## config.mk

```make
export PLATFORM = sky130hd
export DESIGN_NAME = hs_ram_responder_flat
export DESIGN_NICKNAME = d
export VERILOG_FILES = /design/src/rtl/hs_resp_pkg.sv /design/src/rtl/hs_ram_responder_if.sv /design/src/rtl/hs_range_check.sv /design/src/rtl/hs_ram_responder.sv /design/src/flat_wrapper.sv
export SDC_FILE = /design/constraint.sdc
export NUM_CORES = 1
export LEC_CHECK = 0
export ABC_AREA = 0
export BUFFER_PORTS_ARGS = -buffer_cell sky130_fd_sc_hd__buf_2
export CORE_MARGIN = 10
export CORE_UTILIZATION = 35
export DETAILED_ROUTE_END_ITERATION = 6
export PLACE_DENSITY = 0.84
export SLEW_MARGIN = 10
export SYNTH_ARGS = -nofsm -noshare
export SYNTH_HDL_FRONTEND = slang
export SYNTH_SLANG_ARGS = --single-unit
```

## constraint.sdc

```tcl
create_clock -name clk_sys -period 1.5 [get_ports clk_sys]
set_input_delay 0.3 -clock clk_sys [delete_from_list [all_inputs] [get_ports clk_sys]]
set_output_delay 0.3 -clock clk_sys [all_outputs]
set_load 0.05 [all_outputs]
```

## src/rtl/hs_resp_pkg.sv

```systemverilog
// Shared types and defaults for the hiscore RAM responder.
package hs_resp_pkg;

  localparam int unsigned DEF_AW    = 12;
  localparam int unsigned SETTLE_CW = 4;

  typedef enum logic [1:0] {
    RUN     = 2'd0,
    HALTING = 2'd1,
    PAUSED  = 2'd2,
    RELEASE = 2'd3
  } state_e;

endpackage

```

## src/rtl/hs_ram_responder_if.sv

```systemverilog
// Hiscore-engine side of the RAM responder: pause handshake plus RAM access bus.
interface hs_ram_responder_if
  import hs_resp_pkg::*;
#(
  parameter int unsigned AW = DEF_AW
);

  logic          pause_req;
  logic [AW-1:0] hs_address;
  logic [7:0]    hs_data_in;
  logic          hs_write;
  logic [7:0]    hs_data_out;
  logic          hs_paused;

  modport master (
    output pause_req, hs_address, hs_data_in, hs_write,
    input  hs_data_out, hs_paused
  );

  modport slave (
    input  pause_req, hs_address, hs_data_in, hs_write,
    output hs_data_out, hs_paused
  );

endinterface

```

## src/rtl/hs_range_check.sv

```systemverilog
// Window compare for hiscore accesses, plus the same flag delayed to line up with RAM read data.
module hs_range_check
  import hs_resp_pkg::*;
#(
  parameter int unsigned   AW      = DEF_AW,
  parameter logic [AW-1:0] HS_BASE = '0,
  parameter logic [AW-1:0] HS_SIZE = AW'(12'h100)
) (
  input  logic          clk_sys,
  input  logic          reset_n,
  input  logic [AW-1:0] addr,
  output logic          in_range_c,
  output logic          in_range_d
);

  // One extra bit so BASE+SIZE never wraps back into the address space.
  localparam logic [AW:0] LO = {1'b0, HS_BASE};
  localparam logic [AW:0] HI = LO + {1'b0, HS_SIZE};

  assign in_range_c = ({1'b0, addr} >= LO) && ({1'b0, addr} < HI);

  always_ff @(posedge clk_sys) begin
    if (!reset_n) in_range_d <= 1'b0;
    else          in_range_d <= in_range_c;
  end

endmodule

```

## src/rtl/hs_ram_responder.sv

```systemverilog
// Work-RAM owner muxing the score RAM between the game CPU and the hiscore engine.
// Optional address window enforcement for the hiscore side: define HS_RANGE_CHECK_EN.
module hs_ram_responder
  import hs_resp_pkg::*;
#(
  parameter int unsigned   AW      = DEF_AW,
  parameter int unsigned   SETTLE  = 2,
  parameter logic [AW-1:0] HS_BASE = '0,
  parameter logic [AW-1:0] HS_SIZE = AW'(12'h100)
) (
  input  logic                  clk_sys,
  input  logic                  reset_n,
  input  logic                  cpu_idle,
  output logic                  cpu_halt,
  input  logic [AW-1:0]         cpu_addr,
  input  logic [7:0]            cpu_din,
  input  logic                  cpu_we,
  output logic [7:0]            cpu_dout,
  hs_ram_responder_if.slave     hs,
  output logic [AW-1:0]         ram_addr,
  output logic [7:0]            ram_din,
  output logic                  ram_we,
  input  logic [7:0]            ram_dout
);

  localparam int unsigned CW = SETTLE_CW;

  state_e        state;
  logic [CW-1:0] settle_cnt;
  logic          hs_paused_q;
  logic [7:0]    hs_data_q;
  logic          hs_sel;
  logic          wr_ok;
  logic          rd_ok;

`ifdef HS_RANGE_CHECK_EN
  hs_range_check #(
    .AW      (AW),
    .HS_BASE (HS_BASE),
    .HS_SIZE (HS_SIZE)
  ) u_range (
    .clk_sys    (clk_sys),
    .reset_n    (reset_n),
    .addr       (hs.hs_address),
    .in_range_c (wr_ok),
    .in_range_d (rd_ok)
  );
`else
  logic unused_window;
  assign unused_window = ^{HS_BASE, HS_SIZE};
  assign wr_ok = 1'b1;
  assign rd_ok = 1'b1;
`endif

  // Ownership FSM; the settle counter is compared registered, so the grant
  // lands one cycle after SETTLE consecutive idle cycles have been seen.
  always_ff @(posedge clk_sys) begin
    if (!reset_n) begin
      state       <= RUN;
      cpu_halt    <= 1'b0;
      hs_paused_q <= 1'b0;
      settle_cnt  <= '0;
    end else begin
      case (state)
        RUN: begin
          settle_cnt <= '0;
          if (hs.pause_req) begin
            state    <= HALTING;
            cpu_halt <= 1'b1;
          end
        end
        HALTING: begin
          if (!hs.pause_req) begin
            state      <= RUN;
            cpu_halt   <= 1'b0;
            settle_cnt <= '0;
          end else if (settle_cnt == CW'(SETTLE)) begin
            state       <= PAUSED;
            hs_paused_q <= 1'b1;
            settle_cnt  <= '0;
          end else if (cpu_idle) begin
            settle_cnt <= settle_cnt + CW'(1);
          end else begin
            settle_cnt <= '0;
          end
        end
        PAUSED: begin
          if (!hs.pause_req) begin
            state       <= RELEASE;
            hs_paused_q <= 1'b0;
          end
        end
        RELEASE: begin
          state    <= RUN;
          cpu_halt <= 1'b0;
        end
        default: begin
          state       <= RUN;
          cpu_halt    <= 1'b0;
          hs_paused_q <= 1'b0;
          settle_cnt  <= '0;
        end
      endcase
    end
  end

  // Hiscore read data: capture RAM output every PAUSED cycle, hold otherwise.
  always_ff @(posedge clk_sys) begin
    if (!reset_n)             hs_data_q <= 8'h00;
    else if (state == PAUSED) hs_data_q <= rd_ok ? ram_dout : 8'h00;
  end

  assign hs_sel   = (state == PAUSED);
  assign ram_addr = hs_sel ? hs.hs_address : cpu_addr;
  assign ram_din  = hs_sel ? hs.hs_data_in : cpu_din;
  assign ram_we   = hs_sel ? (hs.hs_write & wr_ok) : cpu_we;

  assign cpu_dout       = ram_dout;
  assign hs.hs_paused   = hs_paused_q;
  assign hs.hs_data_out = hs_data_q;

endmodule
```

## src/flat_wrapper.sv

```systemverilog
// flat-port wrapper written by rule: the top's interface ports become plain ports
module hs_ram_responder_flat import hs_resp_pkg::*;
#(
  parameter int unsigned   AW      = DEF_AW,
  parameter int unsigned   SETTLE  = 2,
  parameter logic [AW-1:0] HS_BASE = '0,
  parameter logic [AW-1:0] HS_SIZE = AW'(12'h100)
)
  (clk_sys, reset_n, cpu_idle, cpu_halt, cpu_addr, cpu_din, cpu_we, cpu_dout, ram_addr, ram_din, ram_we, ram_dout, hs_pause_req, hs_hs_address, hs_hs_data_in, hs_hs_write, hs_hs_data_out, hs_hs_paused);
  hs_ram_responder_if #(.AW(AW)) hs_i ();
  input  logic clk_sys;
  input  logic reset_n;
  input  logic cpu_idle;
  output logic cpu_halt;
  input  logic [AW-1:0] cpu_addr;
  input  logic [7:0] cpu_din;
  input  logic cpu_we;
  output logic [7:0] cpu_dout;
  output logic [AW-1:0] ram_addr;
  output logic [7:0] ram_din;
  output logic ram_we;
  input  logic [7:0] ram_dout;
  input wire logic [$bits(hs_i.pause_req)-1:0] hs_pause_req;
  input wire logic [$bits(hs_i.hs_address)-1:0] hs_hs_address;
  input wire logic [$bits(hs_i.hs_data_in)-1:0] hs_hs_data_in;
  input wire logic [$bits(hs_i.hs_write)-1:0] hs_hs_write;
  output wire logic [$bits(hs_i.hs_data_out)-1:0] hs_hs_data_out;
  output wire logic [$bits(hs_i.hs_paused)-1:0] hs_hs_paused;
  assign hs_i.pause_req = hs_pause_req;
  assign hs_i.hs_address = hs_hs_address;
  assign hs_i.hs_data_in = hs_hs_data_in;
  assign hs_i.hs_write = hs_hs_write;
  assign hs_hs_data_out = hs_i.hs_data_out;
  assign hs_hs_paused = hs_i.hs_paused;
  hs_ram_responder #(.AW(AW), .SETTLE(SETTLE), .HS_BASE(HS_BASE), .HS_SIZE(HS_SIZE)) u_core (.clk_sys(clk_sys), .reset_n(reset_n), .cpu_idle(cpu_idle), .cpu_halt(cpu_halt), .cpu_addr(cpu_addr), .cpu_din(cpu_din), .cpu_we(cpu_we), .cpu_dout(cpu_dout), .hs(hs_i), .ram_addr(ram_addr), .ram_din(ram_din), .ram_we(ram_we), .ram_dout(ram_dout));
endmodule
```

==> results of run 1 <==
[cell usage in the layout (no fill, tap or decap), drive strengths merged]
cell    count
inv         4
clkbuf      4
nand2b      1
o221a       1
or3         2
a21oi      12
and4bb      1
dfxtp      16
o31ai       1
o21ai       1
buf       101
o21a        1
a32o        1
nor2        1
nor3        3
and2        1
ha          2
nand3       2
nand2      84
and2b       1
nand4b      1
maj3        1
nor2b       3
nor3b       1
[per-stage QoR]
stage | util (%) | cell area [um^2] | total power [uW] | hold slack [ps] | setup WS [ps]
after floorplan | - | 1021 | 660.7 | 417.7 | 80.19
after global placement | 54.78 | 1498 | 765.4 | 439.4 | 120.4
after detailed placement | 54.78 | 1498 | 769.3 | 448.4 | 89.32
after CTS | 61.01 | 1668 | 1093 | 248.7 | -118.4
after global routing | 62.01 | 1695 | 1137 | 250.4 | -185.3
final | 62.01 | 1695 | 1100 | 242.6 | -138.3
[flip-flops by register name, summed over array words and instances, names as in the netlist, named ones only]
name                   cells
u_core.hs.hs_data_out      8
u_core.settle_cnt          4
u_core.hs.hs_paused        1
u_core.cpu_halt            1
u_core.state               1
[report_power, final]
part	total, uW	internal (uW)	switching [uW]
sequential	431	429	2.54
clock	293	148	144
combinational	375	141	235
total	1100	718	381
[path summary, 6_finish.rpt]
path | endpoint | cells after the start | slack [ps] | start
max | ram_addr[8] | 5 | -140 | u_core.state[0]
min | u_core.hs.hs_data_out[4] | 3 | 240 | ram_dout[4]
max reg2reg | u_core.settle_cnt[0] | 5 | 160 | u_core.settle_cnt[0]
min reg2reg | u_core.hs.hs_data_out[1] | 2 | 460 | u_core.hs.hs_data_out[1]
[routing by layer]
| layer | share of wire (%) | vias up | routed length (um) |
|---|---|---|---|
| met5 | 0 | - | 0 |
| met4 | 0.62 | 0 | 23 |
| met3 | 15 | 4 | 546 |
| met2 | 47 | 73 | 1741 |
| met1 | 38 | 571 | 1424 |
| li1 | - | 666 | - |
[critical path, cell delays in order, from the launching register on]
cell     delay, ps
dfxtp_2        340
and2b_2        240
buf_12         160
nand2_1         90
nand2_2         60
buf_8          150
[layout make-up]
| cell class | instances | area [um^2] | area share [%] |
|---|---|---|---|
| multi-input combinational | 121 | 594.3 | 35.06 |
| tap | 31 | 38.79 | 2.288 |
| clock buffer | 4 | 36.28 | 2.140 |
| sequential | 16 | 322.8 | 19.04 |
| inverter | 4 | 15.01 | 0.8856 |
| timing repair buffer | 101 | 688.2 | 40.59 |
[what timing repair did]
item / 4_1_cts / 5_1_grt
endpoints found under the hold margin: 0 / 0
resized for setup: 44 / 4
setup buffers: 0 / 2
endpoints found under the setup margin: 21 / 23
hold buffers: 0 / 0
[cell families (layout without fill, tap and decap cells)]
| kind of cell | after synthesis | after routing | share of synthesized area [%] |
|---|---|---|---|
| buffers and inverters | 19 | 109 | 11.56 |
| flip-flops | 16 | 16 | 32.16 |
| AO/OA/AOI/OAI | 17 | 17 | 10.18 |
| AND/OR/NAND/NOR | 101 | 101 | 42.59 |
| adder cells (fa/ha/maj) | 3 | 3 | 3.517 |
==> results.md, run 1 <==
* Pre-antenna DRT Iters at 4
* Synth area leaders: dfxtp_1, nand2_1, a21oi_1
* Worst setup margin at -138.3 ps
* Tcrit/Tclk final at 109.2%
* Max Cap Violations at 0
* Hold WC Path Type: input pin to flip-flop
* Crit path time final at 1638 ps
* Synth Net Count at 212
* Clk_lat worst skew at 300 ps
* Cts bufs inserted at 3
* Non-Filler Instances at 277
* Placement Rows at 19
* RePlAce Congestion at 0.9355
* Max Buffers Root-to-Sink at 2
* Most frequent cells after synthesis: nand2_1, dfxtp_1, a21oi_1, buf_4, buf_2
* Vias per cell at 4.744
* Setup violators final at 21
* Starting Density at 36.43%
* CTS clk-pin slew, worst paths at 100 ps
* CP required at 1200 ps
* Die ar. at 5379 um^2
* ANT nets after route at 0
* Failing checks: negative setup slack
* Flop and latch count out of synthesis at 16
* Antenna violations before repair at 0
* CORE AREA at 2734 um^2
* Port bufs at 92
* Layout area overhead at 70.23%
* Synth top area share at 32.16%
* Critical Path End Type: output port
* Seq/Total Area, Yosys at 32.16%
* M2 GR Usage at 23.69%
* PwrDens at 648.5 nW/um^2
* DP Wirelength at 2968 um
* Relative slew slack at 75.23%
* Outcome: finished, violations left
* Gr usage total at 12.80%
* Die W at 73.35 um
* Total routed wirelength at 3735 um
* First-pass GRT wire length at 5830 um
* Unrepaired setup endpoints after global routing: true
* Total grt overflow at 0
* N_diodes at 0
* Gr busiest metal: met2
* Routed vias at 1314
* Syn Area/Cell at 6.384 um^2
* Ys flop type: dfxtp_1
* CTS tree: built
* Layout cell share with drive strength beyond 1 at 49.59%
* FFs w/ async S/R, synth at 0%
* Crit-path max FO at 23
* Vias in the first global route at 1361
* DRC at 0
* Largest net degree at the start of global routing at 24
* Die H at 73.35 um
* Max IR drop VDD at 0.0005876 V
* Avg WL per Cell at 13.48 um
* Max Transition Viols Final at 0
* CP arrival at 1340 ps
* Fin. Hold Viols at 0
* Setup tns final at -2419 ps
* Worst setup SP type: flip-flop
* IO Pins at 93
* Most common cell in the netlist: nand2_1
* Starting DRC count in detailed routing at 39
* Critical path type: flip-flop to output port
* Unique masters post-synth at 26
* Post-layout nets at 303
* Max Clock Skew at 3.625 ps
* Placed cell count at 271
* Fill count at 247
* Number of flops mapped to enable cells by yosys at 0
* Met3 Use GR at 5.787%
* Synth warn at 0
* CTS Sinks at 16
* Met1 Usage GRT at 12.53%
* P_leak at 0.0009042 uW
* Root buf cell: clkbuf_4
* Worst Tran Pin Value at 371.1 ps
* Gate Count Post-Synth at 156
* Htree depth at 1
* Post-Syn Area at 996.0 um^2
* Synth area leader: dfxtp_1
* Max Freq at 610.4 MHz
Power figures use the tool's default switching activity.
==> inputs of run 2 (changes only) <==
--- a/config.mk
+++ b/config.mk
@@ -7,7 +7,7 @@
 export LEC_CHECK = 0
 export ABC_AREA = 0
 export BUFFER_PORTS_ARGS = -buffer_cell sky130_fd_sc_hd__buf_2
-export CORE_MARGIN = 10
+export CORE_MARGIN = 5
 export CORE_UTILIZATION = 35
 export DETAILED_ROUTE_END_ITERATION = 6
 export PLACE_DENSITY = 0.84
==> results.md, run 2 (synthesis results as in run 1) <==
* Crit-path max FO at 10 (-57%)
* CORE AREA at 2734 um^2 (unchanged)
* Critical-path cell list: and2b_2 > buf_6 > nand2_1 > nand2_2 > buf_8
* CP required at 1200 ps (about the same)
* Critical path type: flip-flop to output port
* Worst setup SP type: flip-flop
* Placement Rows at 19 (unchanged)
* Commonest non-fill, non-tap cell in the layout: nand2_1
* Gr busiest metal: met2
* Critical Path End Type: output port
* Max Cap Violations at 0 (unchanged)
* Setup violators final at 21 (unchanged)
* Fill count at 243 (-1.6%)
* PwrDens at 644.5 nW/um^2 (-0.63%)
* Hold buffers post-CTS at 0 (unchanged)
* Die H at 63.35 um (-14%)
* Pre-antenna DRT Iters at 4 (unchanged)
* Vias per cell at 4.799 (+1.2%)
* RePlAce Congestion at 0.8193 (-12%)
* N_diodes at 0 (unchanged)
* Max Freq at 621.4 MHz (+1.8%)
* Most frequent cells in the layout: nand2_1, buf_2, buf_6, dfxtp_1
* Total routed wirelength at 3409 um (-8.7%)
* Sequential power share at 38.7% (-0.5 points)
* First-pass GRT wire length at 5340 um (-8.4%)
* Max Buffers Root-to-Sink at 2 (unchanged)
* Clk_lat worst skew at 290 ps (about the same)
* Max IR drop VDD at 0.0004799 V (-18%)
* DP Wirelength at 2581 um (-13%)
* Routed vias at 1334 (+1.5%)
* Cts bufs inserted at 3 (unchanged)
* Htree depth at 1 (unchanged)
* P_int at 724.2 uW (+0.87%)
* Starting DRC count in detailed routing at 46 (+18%)
* DRC at 0 (unchanged)
* Setup tns final at -1764 ps (+655.4 ps)
* CTS tree: built
* Worst path slowest cell: dfxtp_2
* Max Clock Skew at 3.346 ps (-0.2792 ps)
* CTS clk-pin slew, worst paths at 100 ps (about the same)
* Die W at 63.35 um (-14%)
* Port bufs at 92 (unchanged)
* Fin. Hold Viols at 0 (unchanged)
* Hold WC Path Type: input pin to flip-flop
* Crit path buf inv count at 2 (unchanged)
* Placed Area at 1488 um^2 (-0.67%)
* Max Transition Viols Final at 0 (unchanged)
* IO Pins at 93 (unchanged)
* Hold WS at 239.1 ps (-3.489 ps)
* DP Worst Slack at 89.06 ps (-0.2584 ps)
* Tcrit/Tclk final at 107.3% (-1.9 points)
* Max reg flops at 8 (unchanged)
* Worst Tran Pin Value at 377.0 ps (+5.915 ps)
* Met1 Usage GRT at 16.06% (+3.5 points)
* CTS Sinks at 16 (unchanged)
* Slowest stage delay, CP at 340 ps (about the same)
* Design Area, Final at 1723 um^2 (+1.6%)
* Largest net degree at the start of global routing at 13 (-46%)
* Gr usage total at 15.75% (+3.0 points)
* Switching Share at 34.77% (+0.076 points)
* Worst setup margin at -109.2 ps (+29.03 ps)
* CP top delay family: simple AND/OR/NAND/NOR gates
* Failing checks: negative setup slack
* ANT nets after route at 0 (unchanged)
* Root buf cell: clkbuf_4
* Psw at 386.1 uW (+1.2%)
* CP arrival at 1310 ps (-30 ps)
* Post-layout nets at 304 (+0.33%)
* Layout area overhead at 72.99%
* Antenna violations before repair at 0 (unchanged)
* P_leak at 0.0009121 uW (+0.87%)
* M2 GR Usage at 30.33% (+6.6 points)
* Combinational fraction of design power at 34.6% (+0.4 points)
* Total grt overflow at 0 (unchanged)
* Clk pwr share at 26.7% (about the same)
* R2R Setup Slk at 100 ps (-60 ps)
* Avg WL per Cell at 12.26 um (-9.1%)
* Placed cell count at 273 (+0.74%)
* Vias in the first global route at 1268 (-6.8%)
* Met3 Use GR at 4.440% (-1.3 points)
* Starting Density at 36.43% (unchanged)
* Die ar. at 4013 um^2 (-25%)
* Outcome: finished, violations left
* Layout cell share with drive strength beyond 1 at 49.80% (+0.20 points)
* Unrepaired setup endpoints after global routing: true
* Relative slew slack at 74.81% (-0.42 points)
* Non-Filler Instances at 278 (+0.36%)
* Crit path time final at 1609 ps (-29.03 ps)
run 2: changes by cell type in the layout (fill, tap and decap cells not counted):
cell     before  now
buf_8         1   10
buf_6        20   14
buf_12        2    0
dfxtp_2       2    1
dfxtp_4       0    1
nand2_1      73   72
nand2_2      11   12
nor3b_1       0    1
nor3b_2       1    0
run 2: final cells by class:
cell class | count | area [um^2] | area share [%]
repair buffers | 102 | 715.7 | 41.54
multi-input cells | 121 | 591.8 | 34.35
flip-flops and latches | 16 | 325.3 | 18.88
well taps | 31 | 38.79 | 2.251
clock buffers | 4 | 36.28 | 2.106
inverters | 4 | 15.01 | 0.8715
run 2: worst min-delay path: cells and delay by family:
| kind | cells | cell delay (ps) |
|---|---|---|
| buffers and inverters | 1 | 100 |
| and+or+nand+nor | 1 | 50 |
| AOI/OAI and AO/OA | 1 | 50 |
run 2: path summary, 6_finish.rpt:
kind,startpoint,cells after the start,to
max reg2reg,u_core.settle_cnt[0],5,u_core.settle_cnt[3]
min reg2reg,u_core.hs.hs_data_out[3],2,u_core.hs.hs_data_out[3]
max,u_core.state[0],5,ram_addr[7]
min,ram_dout[5],3,u_core.hs.hs_data_out[5]
run 2: per-stage QoR:
stage	util (%)	power [uW]
3_5_place_dp	54.42	766.1
3_3_place_gp	54.42	763.1
2_1_floorplan	-	660.7
5_1_grt	63.02	1150
6_report	63.02	1110
4_1_cts	62.29	1114
run 2: power by group through the flow:
stage / combinational [uW] / sequential (uW) / clock, uW
final: 385 / 429 / 297
after floorplan: 212 / 449 / 0
after global routing: 406 / 430 / 313
after global placement: 322 / 441 / 0
after CTS: 383 / 431 / 300
after detailed placement: 325 / 441 / 0
run 2: repair_timing:
| item | CTS | global route |
|---|---|---|
| endpoints found under the setup margin | 21 | 21 |
| resized for setup | 56 | 5 |
| buffers inserted | 0 | 1 |
run 2: metal layers:
layer | up-vias | share of wire [%]
met2 | 62 | 51
met4 | 0 | 1.2
met3 | 4 | 11
li1 | 669 | -
met5 | - | 0
met1 | 599 | 37
==> inputs of run 3 (changes only) <==
--- a/config.mk
+++ b/config.mk
@@ -8,9 +8,9 @@
 export ABC_AREA = 0
 export BUFFER_PORTS_ARGS = -buffer_cell sky130_fd_sc_hd__buf_2
 export CORE_MARGIN = 5
-export CORE_UTILIZATION = 35
+export CORE_UTILIZATION = 36
 export DETAILED_ROUTE_END_ITERATION = 6
-export PLACE_DENSITY = 0.84
+export PLACE_DENSITY = 0.86
 export SLEW_MARGIN = 10
 export SYNTH_ARGS = -nofsm -noshare
 export SYNTH_HDL_FRONTEND = slang
==> results.md, run 3 (synthesis results as in run 1) <==
* Max Freq at 622.9 MHz (+0.23%)
* PwrDens at 641.6 nW/um^2 (-0.44%)
* Tcrit/Tclk final at 107.0% (-0.25 points)
* Critical path type: flip-flop to output port
* Switching Share at 34.37% (-0.41 points)
* Max IR drop VDD at 0.0005839 V (+22%)
* Die H at 62.60 um (-1.2%)
* Total grt overflow at 0 (unchanged)
* Clk pwr share at 26.1% (-0.6 points)
* Uppermost routed layer: met4
* Starting Density at 36.75% (+0.32 points)
* Fin. Hold Viols at 0 (unchanged)
* Avg WL per Cell at 12.29 um (+0.22%)
* Starting DRC count in detailed routing at 78 (+70%)
* Max reg flops at 8 (unchanged)
* R2R Setup Slk at 110 ps (about the same)
* Metal2 WL at 1766 um (+1.5%)
* CTS tree: built
* Critical Path End Type: output port
* Placement Rows at 19 (unchanged)
* Crit path time final at 1605 ps (-3.749 ps)
* Max Cap Violations at 0 (unchanged)
* DP Worst Slack at 24.34 ps (-64.73 ps)
* Die ar. at 3918 um^2 (-2.4%)
* Port bufs at 92 (unchanged)
* IO Pins at 93 (unchanged)
* ANT nets after route at 0 (unchanged)
* CP required at 1200 ps (about the same)
* Non-Filler Instances at 276 (-0.72%)
* P_leak at 0.0009037 uW (-0.92%)
* N_diodes at 0 (unchanged)
* Pwr Total at 1094 uW (-1.4%)
* Most frequent cells in the layout: buf_2, nand2_1, buf_6
* RR Startpoint: u_core.settle_cnt[0]
* Fill count at 242 (-0.41%)
* Sequential power share at 39.5% (+0.8 points)
* Max Transition Viols Final at 0 (unchanged)
* Metal-1 WL at 1233 um (-1.8%)
* R2R cell count at 5 (unchanged)
* Vias in the first global route at 1225 (-3.4%)
* Failing checks: negative setup slack
* Psw at 376.1 uW (-2.6%)
* Cts bufs inserted at 3 (unchanged)
* Placed cell count at 271 (-0.73%)
* DP Wirelength at 2540 um (-1.6%)
* Hold WC Path Type: input pin to flip-flop
* Largest net degree at the start of global routing at 20 (+7)
* Antenna violations before repair at 0 (unchanged)
* Crit path from: u_core.state[0]
* First-pass GRT wire length at 5326 um (-0.26%)
* Total routed wirelength at 3392 um (-0.50%)
* CTS clk-pin slew, worst paths at 90 ps (about the same)
* Metal3 WL at 356 um (-3.3%)
* CORE AREA at 2710 um^2 (-0.87%)
* P_int at 718.2 uW (-0.83%)
* Combinational fraction of design power at 34.5% (about the same)
* Post-layout nets at 302 (-0.66%)
* Worst setup SP type: flip-flop
* Setup violators final at 21 (unchanged)
* Worst setup margin at -105.5 ps (+3.749 ps)
* RePlAce Congestion at 0.8468 (+3.4%)
* Commonest non-fill, non-tap cell in the layout: buf_2
* Outcome: finished, violations left
* Relative slew slack at 74.69% (-0.12 points)
* DRC at 0 (unchanged)
* Root buf cell: clkbuf_4
* Htree depth at 1 (unchanged)
* Vias per cell at 4.779 (-0.41%)
* Die W at 62.60 um (-1.2%)
* Routed vias at 1319 (-1.1%)
* Worst Tran Pin Value at 379.3 ps (+2.235 ps)
* Gr usage total at 16.01% (+0.26 points)
* Crit-path max FO at 17 (+7)
* R2r endpoint: u_core.settle_cnt[1]
* CP arrival at 1310 ps (about the same)
* Max Buffers Root-to-Sink at 2 (unchanged)
* CTS Sinks at 16 (unchanged)
* Max Clock Skew at 0.6958 ps (-2.650 ps)
* Clk_lat worst skew at 290 ps (about the same)
* Unrepaired setup endpoints after global routing: true
* Pre-antenna DRT Iters at 4 (unchanged)
* Layout area overhead at 71.23%
* Layout cell share with drive strength beyond 1 at 51.43% (+1.6 points)
* Worst Setup EP: ram_addr[11]
[run 3: final cells by class]
cell class / instances / area (um^2) / area share [%]
repair buffers: 100 / 680.7 / 39.91
multi-input cells: 121 / 611.8 / 35.88
flip-flops and latches: 16 / 322.8 / 18.93
well taps: 31 / 38.79 / 2.274
clock buffers: 4 / 36.28 / 2.128
inverters: 4 / 15.01 / 0.8804
[run 3: timing repair]
item / in CTS / in global routing
gates resized for setup: 49 / 4
hold buffers: 0 / 0
setup endpoints to repair: 22 / 21
buffers inserted: 0 / 1
[run 3: metrics by stage]
step                      setup TNS (ps)  area [um^2]  hold slack [ps]  utilization (%)
after floorplan                        0         1021            417.7                -
after global placement                 0         1498            438.8            55.26
after detailed placement               0         1498            444.8            55.26
after CTS                          -1873         1688            244.4            62.28
after global routing               -3003         1705            247.3            62.93
final                              -1866         1705            248.7            62.93
[run 3: power groups by stage]
stage               sequential [uW]  clock (uW)  combinational, uW
finish                          432         285                377
global route                    433         308                398
CTS                             432         290                372
detailed placement              441           0                326
global placement                440           0                323
floorplan                       449           0                212
[run 3: worst max-delay path: stages, from the launching register on]
cell and delay (ps):
dfxtp_2 340, and2b_2 240, buf_12 150, nand2_1 70
nand2_1 70, buf_6 150
[run 3: per-layer routing]
layer	track usage (%)	up-vias
met3	4.137	4
met5	0	-
met1	16.07	576
met2	31.48	72
li1	-	667
met4	4.775	0
[run 3: worst min path at each step]
stage | start | to | slack [ps] | depth (start not counted)
detailed placement | u_core.hs.hs_data_out[7] | u_core.hs.hs_data_out[7] | 440 | 2
global route | ram_dout[1] | u_core.hs.hs_data_out[1] | 250 | 3
CTS | ram_dout[5] | u_core.hs.hs_data_out[5] | 240 | 3
global placement | u_core.hs.hs_data_out[4] | u_core.hs.hs_data_out[4] | 440 | 2
floorplan | reset_n | u_core.state[0] | 420 | 1
finish | ram_dout[3] | u_core.hs.hs_data_out[3] | 250 | 3
